File: src/rtl/cpu_defs_pkg.sv
// Shared CPU constants for the fetch stage: reset/exception vectors, legal IM window, NOP word.
package cpu_defs;

   localparam logic [31:0] PC_RESET  = 32'h0000_3000;
   localparam logic [31:0] EXC_ENTRY = 32'h0000_4180;
   localparam logic [31:0] IM_LO     = 32'h0000_3000;
   localparam logic [31:0] IM_HI     = 32'h0000_6ffc;
   localparam logic [4:0]  EXC_ADEL  = 5'd4;
   localparam logic [31:0] INSTR_NOP = 32'h0000_0000;

   // Misaligned or outside the instruction-memory window.
   function automatic logic fetch_addr_bad(input logic [31:0] addr);
      return (addr[1:0] != 2'b00) || (addr < IM_LO) || (addr > IM_HI);
   endfunction

endpackage

File: src/rtl/pc_reg.sv
// Program counter register with the next-PC priority mux (exception > stall > eret > branch > seq).
module pc_reg
   import cpu_defs::*;
(
   input  logic        clk_i,
   input  logic        reset_i,
   input  logic        en_i,
   input  logic        req_i,
   input  logic        eret_i,
   input  logic [31:0] epc_i,
   input  logic        br_taken_i,
   input  logic [31:0] target_i,
   output logic [31:0] pc_o
);

   logic [31:0] pc_d, pc_q;

   always_comb begin
      pc_d = pc_q + 32'd4;
      // Exception redirect must not be blocked by a hazard stall.
      if (req_i) begin
         pc_d = EXC_ENTRY;
      end else if (!en_i) begin
         pc_d = pc_q;
      end else if (eret_i) begin
         pc_d = epc_i;
      end else if (br_taken_i) begin
         pc_d = target_i;
      end
   end

   always_ff @(posedge clk_i or posedge reset_i) begin
      if (reset_i) begin
         pc_q <= PC_RESET;
      end else begin
         pc_q <= pc_d;
      end
   end

   assign pc_o = pc_q;

endmodule

File: src/rtl/fetch_stage.sv
// MIPS F-stage: PC, IM address, AdEL check, delay-slot tag and eret squash.
// Optional perf counters enabled by defining FETCH_PERF_CNT_EN.
module fetch_stage
   import cpu_defs::*;
(
   input  logic        clk,
   input  logic        reset,
   input  logic        en,
   input  logic        Req,
   input  logic        D_eret,
   input  logic [31:0] EPC,
   input  logic        D_br_taken,
   input  logic [31:0] D_target,
   input  logic        D_is_br,
   input  logic [31:0] i_inst_rdata,
   output logic [31:0] i_inst_addr,
   output logic [31:0] F_pc,
   output logic [31:0] F_instr,
   output logic        AdEL_F,
   output logic        F_BD
`ifdef FETCH_PERF_CNT_EN
   ,
   output logic [31:0] perf_fetch,
   output logic [31:0] perf_stall
`endif
);

   logic [31:0] pc;
   logic        addr_bad;

   pc_reg u_pc_reg (
      .clk_i      (clk),
      .reset_i    (reset),
      .en_i       (en),
      .req_i      (Req),
      .eret_i     (D_eret),
      .epc_i      (EPC),
      .br_taken_i (D_br_taken),
      .target_i   (D_target),
      .pc_o       (pc)
   );

   assign addr_bad    = fetch_addr_bad(pc);
   assign i_inst_addr = pc;
   assign F_pc        = pc;

   // eret has no delay slot: whatever sits in F is squashed to a NOP.
   always_comb begin
      AdEL_F  = addr_bad & ~D_eret;
      F_BD    = D_is_br & ~D_eret;
      F_instr = (D_eret || addr_bad) ? INSTR_NOP : i_inst_rdata;
   end

`ifdef FETCH_PERF_CNT_EN
   logic [31:0] perf_fetch_d, perf_fetch_q;
   logic [31:0] perf_stall_d, perf_stall_q;

   always_comb begin
      perf_fetch_d = perf_fetch_q;
      perf_stall_d = perf_stall_q;
      if (en && !Req && !AdEL_F && (perf_fetch_q != 32'hffff_ffff)) begin
         perf_fetch_d = perf_fetch_q + 32'd1;
      end
      if (!en && !Req && (perf_stall_q != 32'hffff_ffff)) begin
         perf_stall_d = perf_stall_q + 32'd1;
      end
   end

   always_ff @(posedge clk or posedge reset) begin
      if (reset) begin
         perf_fetch_q <= 32'd0;
         perf_stall_q <= 32'd0;
      end else begin
         perf_fetch_q <= perf_fetch_d;
         perf_stall_q <= perf_stall_d;
      end
   end

   assign perf_fetch = perf_fetch_q;
   assign perf_stall = perf_stall_q;
`endif

endmodule

File: config.mk
export PLATFORM = sky130hd
export DESIGN_NAME = fetch_stage
export DESIGN_NICKNAME = d
export VERILOG_FILES = /design/src/rtl/cpu_defs_pkg.sv /design/src/rtl/pc_reg.sv /design/src/rtl/fetch_stage.sv
export SDC_FILE = /design/constraint.sdc
export NUM_CORES = 1
export LEC_CHECK = 0
export CORE_MARGIN = 2
export CORE_UTILIZATION = 40
export CTS_BUF_LIST = sky130_fd_sc_hd__clkbuf_2 sky130_fd_sc_hd__clkbuf_4 sky130_fd_sc_hd__clkbuf_8
export DETAILED_ROUTE_END_ITERATION = 10
export GPL_ROUTABILITY_DRIVEN = 0
export PLACE_DENSITY = 0.89
export SYNTH_ARGS = -nofsm -noshare
export SYNTH_HDL_FRONTEND = slang
export SYNTH_SLANG_ARGS = --single-unit
export TNS_END_PERCENT = 20
File: constraint.sdc
create_clock -name clk -period 5.7 [get_ports clk]
set_clock_uncertainty 0.15 [all_clocks]
set_input_delay 0.855 -clock clk [delete_from_list [all_inputs] [get_ports clk]]
set_output_delay 0.855 -clock clk [all_outputs]
set_load 0.03 [all_outputs]
-- Yosys cells after proc, flatten, opt, wreduce, memory -nomap -nowiden
Cells that the tools add are included.
- logic and storage cells: 17
- output and inout bits: 98
- bits in registers: 32
- magnitude comparators: 2
- add/sub/neg operators: 1
- reductions and logical operators: 5
- mux-type cells: 5
- bitwise gates (word level): 3
- operators with widths (cell ; count):
    $mux 32 ; 5
    $add 32x3->32 const B ; 1
    $gt 32x15->1 const B ; 1
    $lt 32x14->1 const B ; 1
    $reduce_bool 2->1 ; 2
    $logic_or 1x1->1 ; 3
    $and 1x1->1 ; 2
    $not 1->1 ; 1

-- Depth between registers and ports, before layout
Gate-level depths: netlist of run 1.
- depth after elaboration: 5
- mapped depth: 8
- gate-level depth less buffers: 5

-- Hierarchy
A second synthesis of run 1 with hierarchy kept.
- cell total of the unflattened synthesis: 399
- area total of the unflattened synthesis: 3194.3 sq um
- by module, submodules not included (module ; seq. area each (sq um) ; instances ; cells an instance ; area each (sq um)):
    pc_reg ; 803.3 ; 1 ; 282 ; 2239.6
    fetch_stage ; 0.0 ; 1 ; 117 ; 954.7

-- Worst setup path after synthesis of run 1
No wires, ideal clock.
- path kind: input to output
- start: input D_eret
- end: output F_instr[10]
- stages on the path: 4
- arrival time: 2038 ps
- path slack: 2657 ps
- buffers on the path: 2
- cell sequence: clkbuf_1 > nor4_1 > clkbuf_1 > and2_1
- longest elaborated chain between the ends: 2
- RTL lines (what ; line ; text):
    start, declared ; fetch_stage.sv:10 ; input logic D_eret,
    $logic_or 1x1->1 ; fetch_stage.sv:51 ; F_instr = (D_eret || addr_bad) ? INSTR_NOP : i_inst_rdata;
    $mux 32 ; fetch_stage.sv:51 ;
    end, declared ; fetch_stage.sv:18 ; output logic [31:0] F_instr,
No other way between the ends.

-- Worst setup path in the final report of run 1
Ends and elaborated chain as after synthesis.

==> qor.csv, run 1 <==
stage,metric,value,unit
status,status,finished clean,
global_routing,grt_max_degree,33,
die,dieArea,8086,sq um
pwr,vdd_drop_max,120.2,uV
cts,cts_tree,done,
final_layout,fin_util,67.34,%
cts,clock_latency,290,ps
setup_path,crit_fanout,32,
global_routing,grt_pass1_wl,17.66,mm
die,fp.dieH,89.92,um
placed_design,placed_area,4766,sq um
cts,post_cts_buffers,0,
global_routing,globalRouteMet1Util,34.18,%
final_layout,regArea,803.3,sq um
placed_design,port_buffers,200,
routing,via_count,3593,
sta,max_freq,245.2,MHz
sta,period_needed,4078,ps
cts,cts_resized,0,
placed_design,dp_hpwl,8.267,mm
global_routing,antenna_found_initial,0,
routing,drc,0,
sta,worstMarginPinSlew,1217,ps
yosys,yosysWarnings,0,
sta,holdWs,386.9,ps
worst_hold_path,hp-class,reg2reg,
global_routing,use_met2,45.52,%
routing,drt_pre_antenna_iters,5,
cts,htree_num_levels,2,
die,start_util,40.93,%
yosys,synth_area,2953,sq um
final_layout,area_growth,64.53,%
sta,slew-limit-headroom,18.58,%
global_routing,use_met3,4.862,%
cts,numCtsBuffers,5,
yosys,synth_edf_count,0,
yosys,yosysUniqueCellTypes,52,
sta,setup_viol,0,
setup_path,cp.required,4700,ps
routing,drt-total-wl,11.05,mm
global_routing,grt_pass1_vias,3574,
sta,final.setup.tns,0,ps
final_layout,final_cell_mix,"200 x clkdlybuf4s50_1, 34 x and2_1, 30 x dfrtp_1",
setup_path,worstPathArrival,3070,ps
sta,slew_violations,0,
pwr,power.total,0.8227,mW
die,pin_count,201,
cts,cts_sinks,32,
final_layout,fillCellCount,584,
sta,timing.final.crit_share,71.55,%
final_layout,final_common_cell,clkdlybuf4s50_1,
sta,grt_setup_unrepaired,no,
yosys,ys_top_cells_by_area,"dfrtp_1 25%, buf_4 8.1%, and2_1 7.2%",
yosys,syn_nets,464,
sta,finalHoldViolations,0,
cts,clock_path_buffers,2,
pwr,p_per_area,169.3,nW/um^2
final_layout,design_area,4858,sq um
run,maxCapViolations,0,
cts,clk_pin_slew,70,ps
setup_path,crit_type,in2out,
global_routing,grt.overflow.total,0,
yosys,synth_area_per_cell,8.202,sq um
pwr,p_leak,1.793,nW
cts,holdBufCountCts,0,
routing,wire_per_inst,18.02,um
final_layout,largest_reg_flops,32,
final_layout,drive_gt1_share,6.615,%
die,rows,31,
yosys,synth_cells,360,
final_layout,insertedDiodeCount,0,
routing,drtIter0Drc,275,
routing,viasPerCell,5.861,
routing,antenna_left,0,
final_layout,multi_input_area,1762,sq um
setup_path,cp-start-kind,input pin,
yosys,yosysSeqAreaShare,27.20,%
final_layout,layout.nets,617,
setup_path,end_kind,primary output,
yosys,ys_ff_latch,32,
global_routing,busiest_layer,met2,
global_routing,grt_use_total,26.60,%
die,die_w,89.92,um
die,coreArea,7214,sq um
yosys,async_flop_share,100.0,%
yosys,synth_area_leader_cell,dfrtp_1,
yosys,synth_top_area_share,25.42,%
cts,cts-root-buf,clkbuf_8,
yosys,synth-main-ff-cell,dfrtp_1,
synth_stat cells (2+ instances only):
| library cell | n |
|---|---|
| buf_2 | 2 |
| and3_1 | 6 |
| inv_1 | 13 |
| or4b_1 | 5 |
| nor3_1 | 9 |
| a2bb2oi_1 | 2 |
| a211oi_1 | 2 |
| and2_1 | 34 |
| nor2_1 | 11 |
| nand2b_1 | 2 |
| o22ai_1 | 4 |
| a22o_1 | 2 |
| or4_1 | 6 |
| a22oi_1 | 13 |
| mux2i_1 | 3 |
| and4_1 | 4 |
| nand4_2 | 2 |
| o221a_2 | 14 |
| clkbuf_1 | 21 |
| dfstp_2 | 2 |
| nor4_1 | 10 |
| o31ai_1 | 3 |
| buf_4 | 32 |
| nand2_1 | 12 |
| nand4b_1 | 5 |
| a221oi_1 | 2 |
| nor2b_1 | 3 |
| a21oi_1 | 12 |
| o311ai_0 | 4 |
| nand4_1 | 4 |
| dfrtp_1 | 30 |
| o2bb2ai_1 | 9 |
| o21ai_0 | 15 |
| nand3_1 | 26 |
| o211ai_1 | 9 |
| o221ai_1 | 11 |
routing by layer:
layer | vias to the layer above | wire length [um]
met5 | - | 0
met4 | 0 | 212
met2 | 202 | 5453
met3 | 26 | 1031
li1 | 1671 | -
met1 | 1694 | 4350
through the flow:
step,setup slack [ps],instances
CTS,1618,613
detailed placement,1616,605
global route,1460,613
global placement,1678,605
finish,1622,613
floorplan,2657,360
worst paths after layout:
kind / start / endpoint / slack (ps) / depth (start not counted)
setup / recovery: D_eret / F_instr[10] / 1620 / 5
setup reg to reg: u_pc_reg.pc_o[2] / u_pc_reg.pc_o[30] / 3150 / 5
hold / removal: u_pc_reg.pc_o[13] / u_pc_reg.pc_o[13] / 390 / 1
hold reg to reg: u_pc_reg.pc_o[13] / u_pc_reg.pc_o[13] / 390 / 1
min in group asynchronous: reset / u_pc_reg.pc_o[25] / 830 / 3
max in group asynchronous: reset / u_pc_reg.pc_o[13] / 4230 / 3
power by group:
part / switching (mW) / leakage, nW / total, mW / internal (mW)
clock network: 0.0906 / 0.0510 / 0.187 / 0.0964
logic: 0.176 / 1.34 / 0.345 / 0.169
registers: 0.0434 / 0.406 / 0.291 / 0.247
total: 0.310 / 1.79 / 0.823 / 0.513
worst max-delay path, stage by stage:
cell             delay, ps
clkdlybuf4s50_1        680
nor4_2                 380
buf_4                  280
and2_1                 190
clkdlybuf4s50_1        680
cell type report:
type                       count  area share [%]
sequential                    32           16.53
timing repair buffer         203           41.67
inverter                      14           1.082
clock inverter                 2          0.2060
clock buffer                   6           1.700
multi-input combinational    257           36.26
tap                           99           2.550
kinds of logic (layout without fill, tap and decap cells):
kind of cell | Yosys count | in the layout | share of synthesized area [%]
flip-flops | 32 | 32 | 27.20
XOR/XNOR | 1 | 1 | 0.2967
AND/OR/NAND/NOR | 144 | 144 | 29.36
AO/OA/AOI/OAI | 108 | 108 | 28.26
buffers and inverters | 71 | 225 | 13.43
adder cells (fa/ha/maj) | 1 | 1 | 0.4237
multiplexers | 3 | 3 | 1.017
Power figures use the tool's default switching activity.
==> run 2, diff against run 1 <==
Settings changed: CORE_UTILIZATION 40 to 37, PLACE_DENSITY 0.89 to 0.83.
Clock period 5.7 ns to 3.8 ns, I/O delays scaled along.
==> run 2 against run 1 <==
  * Total power is 58% higher
  * Sequential power is 50% higher
  * Via count is 0.86% higher
  * First-iteration DRC count is 4.4% lower
  * Clock power is 80% higher
  * Cell count is 1.8% higher
  * Sequential share of layout area is 0.12 points lower
  * Count of clock-buffer cells in the layout is 1 lower
  * Critical endpoint is now F_instr[6]
  * Largest power group unchanged
  * Highest routed layer unchanged
==> qor.csv, run 2 (synthesized netlist as in run 1, its figures left out) <==
stage,metric,value,unit,change
status,status,finished clean,,
die,die_w,93.34,um,+3.8%
global_routing,grt_pass1_vias,3512,,-1.7%
final_layout,insertedDiodeCount,0,,unchanged
final_layout,drive_gt1_share,12.26,%,+5.6 points
worst_hold_path,hp-class,reg2reg,,
routing,viasPerCell,5.808,,-0.92%
global_routing,antenna_found_initial,0,,unchanged
cts,clock_path_buffers,2,,unchanged
setup_path,crit_type,reg2out,,
routing,drt_pre_antenna_iters,5,,unchanged
cts,htree_num_levels,2,,unchanged
routing,drc,0,,unchanged
cts,numCtsBuffers,5,,unchanged
die,rows,32,,+3.2%
global_routing,busiest_layer,met2,,
setup_path,worstReg2RegStart,u_pc_reg.pc_o[2],,
cts,cts_tree,done,,
global_routing,grt_max_degree,33,,unchanged
final_layout,area_growth,65.76,%,
setup_path,crit_fanout,12,,-63%
routing,via_count,3624,,+0.86%
placed_design,port_buffers,200,,unchanged
setup_path,cp.required,3080,ps,-1620 ps
cts,clock_latency,280,ps,about the same
global_routing,use_met3,3.948,%,-0.91 points
setup_path,startpoint,u_pc_reg.pc_o[18],,
sta,finalHoldViolations,0,,unchanged
final_layout,largest_reg_flops,32,,unchanged
routing,antenna_left,0,,unchanged
final_layout,regArea,803.3,sq um,unchanged
routing,wire_per_inst,18.47,um,+2.5%
placed_design,dp_hpwl,8.805,mm,+6.5%
global_routing,grt.overflow.total,0,,unchanged
worst_hold_path,min_path_cells,1,,unchanged
final_layout,multi_input_area,1770,sq um,+0.50%
pwr,p_per_area,265.1,nW/um^2,+57%
die,fp.dieH,93.34,um,+3.8%
cts,clk_pin_slew,80,ps,about the same
setup_path,rr_worst_depth,5,,unchanged
routing,drt-total-wl,11.53,mm,+4.3%
final_layout,fin_cells,624,,+1.8%
sta,period_needed,3464,ps,
die,start_util,38.21,%,-2.7 points
worst_hold_path,hold_start,u_pc_reg.pc_o[13],,
global_routing,use_met2,44.72,%,-0.79 points
cts,cts_sinks,32,,unchanged
sta,slew-limit-headroom,44.61,%,+26 points
sta,slew_violations,0,,unchanged
setup_path,cp-start-kind,flop,,
final_layout,final_cell_mix,"178 x clkdlybuf4s50_1, 34 x and2_1, 33 x buf_4",,
global_routing,grt_use_total,25.32,%,-1.3 points
sta,worstMarginPinSlew,827.2,ps,-389.7 ps
global_routing,globalRouteMet1Util,33.50,%,-0.68 points
run,maxCapViolations,0,,unchanged
die,dieArea,8711,sq um,+7.7%
sta,max_freq,288.7,MHz,
sta,setup_viol,0,,unchanged
final_layout,final_common_cell,clkdlybuf4s50_1,,
die,pin_count,201,,unchanged
die,coreArea,7727,sq um,+7.1%
cts,cts-root-buf,clkbuf_8,,
final_layout,fin_util,63.34,%,-4.0 points
pwr,p_leak,1.883,nW,+5.0%
sta,final.setup.tns,0,ps,unchanged
final_layout,layout.nets,625,,+1.3%
routing,drtIter0Drc,263,,-4.4%
setup_path,worstPathArrival,2740,ps,-330 ps
setup_path,end_kind,primary output,,
sta,grt_setup_unrepaired,no,,
placed_design,dp.cells,616,,+1.8%
global_routing,grt_pass1_wl,17.60,mm,-0.32%
cts,holdBufCountCts,0,,unchanged
sta,timing.final.crit_share,91.15,%,
pwr,vdd_drop_max,217.6,uV,+81%
final_layout,fillCellCount,656,,+12%
## run 2: area by class of cell
cell class / instances / area share, %
Clock inverter: 3 / 0.8691
Multi-Input combinational cell: 257 / 36.17
Tap cell: 102 / 2.607
Timing Repair Buffer: 211 / 41.46
Sequential cell: 32 / 16.41
Clock buffer: 5 / 1.406
Inverter: 14 / 1.074
## run 2: where the power goes
group          total, mW  switching (mW)  internal (mW)  leakage, nW
sequential         0.436          0.0648          0.371        0.406
combinational      0.525           0.268          0.257         1.42
clock              0.336           0.142          0.194       0.0541
total               1.30           0.475          0.822         1.88
## run 2: through the flow
| step | instance area, sq um | hold WS [ps] | setup slack, ps | power (mW) |
|---|---|---|---|---|
| floorplan | 2953 | 427.1 | 1091 | 0.7193 |
| global placement | 4775 | 385.1 | 519.9 | 0.9537 |
| detailed placement | 4775 | 395.3 | 417.8 | 0.9642 |
| CTS | 4886 | 407.4 | 105.8 | 1.296 |
| global route | 4895 | 419.9 | 181.9 | 1.357 |
| finish | 4895 | 411.6 | 336.4 | 1.297 |
## run 2: metal layers
| metal | share of wire, % | routed length, um | vias to the layer above |
|---|---|---|---|
| met2 | 51 | 5847 | 175 |
| met4 | 0.95 | 110 | 0 |
| met1 | 42 | 4815 | 1753 |
| li1 | - | - | 1686 |
| met3 | 6.5 | 751 | 10 |
| met5 | 0 | 0 | - |
## run 2: critical path, stage by stage (launching register included)
cell	delay, ps
dfrtp_1	470
nor4_1	350
nand3_1	220
nor4_4	530
and2_1	200
clkdlybuf4s50_1	670
## run 2: repair_timing
action                                  4_1_cts  5_1_grt
endpoints found under the setup margin        0        7
resized for setup                             0        1
setup buffers                                 0        0
## run 2: worst paths after layout
kind                                      to  slack (ps)
hold / removal             u_pc_reg.pc_o[13]         410
setup / recovery                  F_instr[6]         340
max in group asynchronous  u_pc_reg.pc_o[13]        2640
hold reg to reg            u_pc_reg.pc_o[13]         410
setup reg to reg           u_pc_reg.pc_o[30]        1300
min in group asynchronous  u_pc_reg.pc_o[24]         530
==> run 3, diff against run 2 <==
Settings changed: CORE_ASPECT_RATIO set to 0.75, PLACE_DENSITY 0.83 to 0.9.
==> run 3 against run 2 <==
  * Flip-flop and latch count did not move
  * Worst hold slack got worse by 9.6 ps
  * Global-route usage rose by 0.76 points
  * Wire length rose by 3.9%
  * Clock power fell by 13%
==> qor.csv, run 3 (synthesized netlist as in run 1, its figures left out) <==
stage,metric,value,unit,change
die,die_w,107.2,um,+15%
setup_path,crit_fanout,32,,+20
worst_hold_path,hold_start,u_pc_reg.pc_o[13],,
setup_path,worstReg2RegStart,u_pc_reg.pc_o[6],,
worst_hold_path,min_path_cells,1,,unchanged
sta,worstMarginPinSlew,1073,ps,+245.8 ps
setup_path,crit_type,reg2out,,
sta,period_needed,3511,ps,+47.32 ps
final_layout,drive_gt1_share,7.322,%,-4.9 points
final_layout,final_common_cell,clkdlybuf4s50_1,,
pwr,p_leak,1.815,nW,-3.6%
cts,cts-root-buf,clkbuf_8,,
placed_design,placed_area,4821,sq um,+0.97%
die,pin_count,201,,unchanged
global_routing,antenna_found_initial,0,,unchanged
cts,clock_path_buffers,2,,unchanged
cts,cts_resized,0,,unchanged
worst_hold_path,hp-class,reg2reg,,
cts,clock_latency,290,ps,about the same
final_layout,design_area,4918,sq um,+0.49%
placed_design,dp_worst_setup_slack,597.9,ps,+180.1 ps
cts,numCtsBuffers,5,,unchanged
status,status,finished clean,,
final_layout,fillCellCount,623,,-5.0%
final_layout,fin_util,62.96,%,-0.39 points
cts,holdBufCountCts,0,,unchanged
placed_design,port_buffers,200,,unchanged
sta,timing.final.crit_share,92.39,%,+1.2 points
sta,setup_viol,0,,unchanged
sta,slew_violations,0,,unchanged
worst_hold_path,holdPathEnd,u_pc_reg.pc_o[13],,
die,rows,28,,-13%
global_routing,grt.overflow.total,0,,unchanged
routing,drc,0,,unchanged
cts,clk_pin_slew,70,ps,about the same
routing,viasPerCell,5.755,,-0.91%
routing,drt_pre_antenna_iters,4,,-1
routing,antenna_left,0,,unchanged
global_routing,grt_use_total,26.07,%,+0.76 points
die,dieArea,8719,sq um,about the same
routing,via_count,3591,,-0.91%
sta,grt_setup_unrepaired,no,,
die,start_util,37.80,%,-0.42 points
pwr,p_per_area,255.0,nW/um^2,-3.8%
die,coreArea,7812,sq um,+1.1%
setup_path,reg2reg_slack,1230,ps,-70 ps
placed_design,dp_hpwl,9.050,mm,+2.8%
routing,drt-total-wl,11.98,mm,+3.9%
final_layout,insertedDiodeCount,0,,unchanged
final_layout,largest_reg_flops,32,,unchanged
final_layout,layout.nets,622,,-0.48%
setup_path,worstPathArrival,2790,ps,+50 ps
global_routing,grt_pass1_vias,3452,,-1.7%
sta,final.setup.tns,0,ps,unchanged
cts,cts_tree,done,,
routing,drtIter0Drc,255,,-3.0%
cts,post_cts_buffers,0,,unchanged
setup_path,cp-start-kind,flop,,
pwr,power.total,1.254,mW,-3.3%
setup_path,rr_worst_depth,4,,-1
pwr,vdd_drop_max,213.0,uV,-2.1%
run,maxCapViolations,0,,unchanged
setup_path,cp.required,3080,ps,about the same
final_layout,final_cell_mix,"200 x clkdlybuf4s50_1, 34 x and2_1, 30 x dfrtp_1",,
routing,wire_per_inst,19.20,um,+3.9%
setup_path,end_kind,primary output,,
die,fp.dieH,81.37,um,-13%
sta,finalHoldViolations,0,,unchanged
global_routing,grt_max_degree,33,,unchanged
global_routing,grt_pass1_wl,17.85,mm,+1.4%
sta,worst_slack,289.1,ps,-47.32 ps
placed_design,dp.cells,616,,unchanged
final_layout,fin_cells,624,,unchanged
sta,holdWs,401.9,ps,-9.604 ps
cts,cts_sinks,32,,unchanged
sta,max_freq,284.8,MHz,-1.3%
final_layout,area_growth,66.57,%,
sta,slew-limit-headroom,27.81,%,-17 points
setup_path,r2r-end,u_pc_reg.pc_o[17],,
cts,htree_num_levels,2,,unchanged
## run 3: changes by cell type in the layout (fill, tap and decap cells not counted)
cell / before / now
buf_4: 33 / 7
clkinvlp_4: 1 / 2
nor2b_1: 2 / 3
nor4_2: 0 / 1
nor4_4: 1 / 0
clkbuf_8: 5 / 6
buf_12: 0 / 1
clkdlybuf4s50_1: 178 / 200
nor2b_2: 1 / 0
bufinv_16: 1 / 0
clkinv_2: 1 / 0
## run 3: worst max path at each step
| stage | from | endpoint | slack [ps] | depth (start not counted) |
|---|---|---|---|---|
| floorplan | u_pc_reg.pc_o[17] | F_instr[10] | 1090 | 6 |
| global placement | D_eret | F_instr[23] | 550 | 5 |
| detailed placement | u_pc_reg.pc_o[18] | F_instr[23] | 600 | 6 |
| CTS | u_pc_reg.pc_o[18] | F_instr[23] | 280 | 6 |
| global route | u_pc_reg.pc_o[18] | F_instr[5] | 140 | 6 |
| finish | u_pc_reg.pc_o[18] | F_instr[25] | 290 | 6 |
## run 3: worst max-delay path, stage by stage, from the launching register on
cell	delay, ps
dfrtp_1	490
nor4_1	430
nand3_1	170
nor4_2	260
buf_4	290
and2_1	190
clkdlybuf4s50_1	680
## run 3: area by class of cell
type                       count  area [sq um]  area share (%)
tap                          105         131.4           2.671
clock inverter                 2         15.01          0.3053
sequential                    32         803.3           16.33
multi-input combinational    257          1759           35.77
inverter                      14         52.55           1.068
timing repair buffer         208          2074           42.18
clock buffer                   6         82.58           1.679
## run 3: power by group
group          internal, mW  total [mW]  switching (mW)
clock network         0.147       0.293           0.146
registers             0.371       0.437          0.0665
logic                 0.258       0.523           0.265
total                 0.776        1.25           0.478
## run 3: layer usage
metal  global-route usage (%)  share of wire [%]
met5                        0                  0
met4                    5.325               0.67
met3                    8.026                9.8
met2                    44.49                 49
met1                    32.78                 41
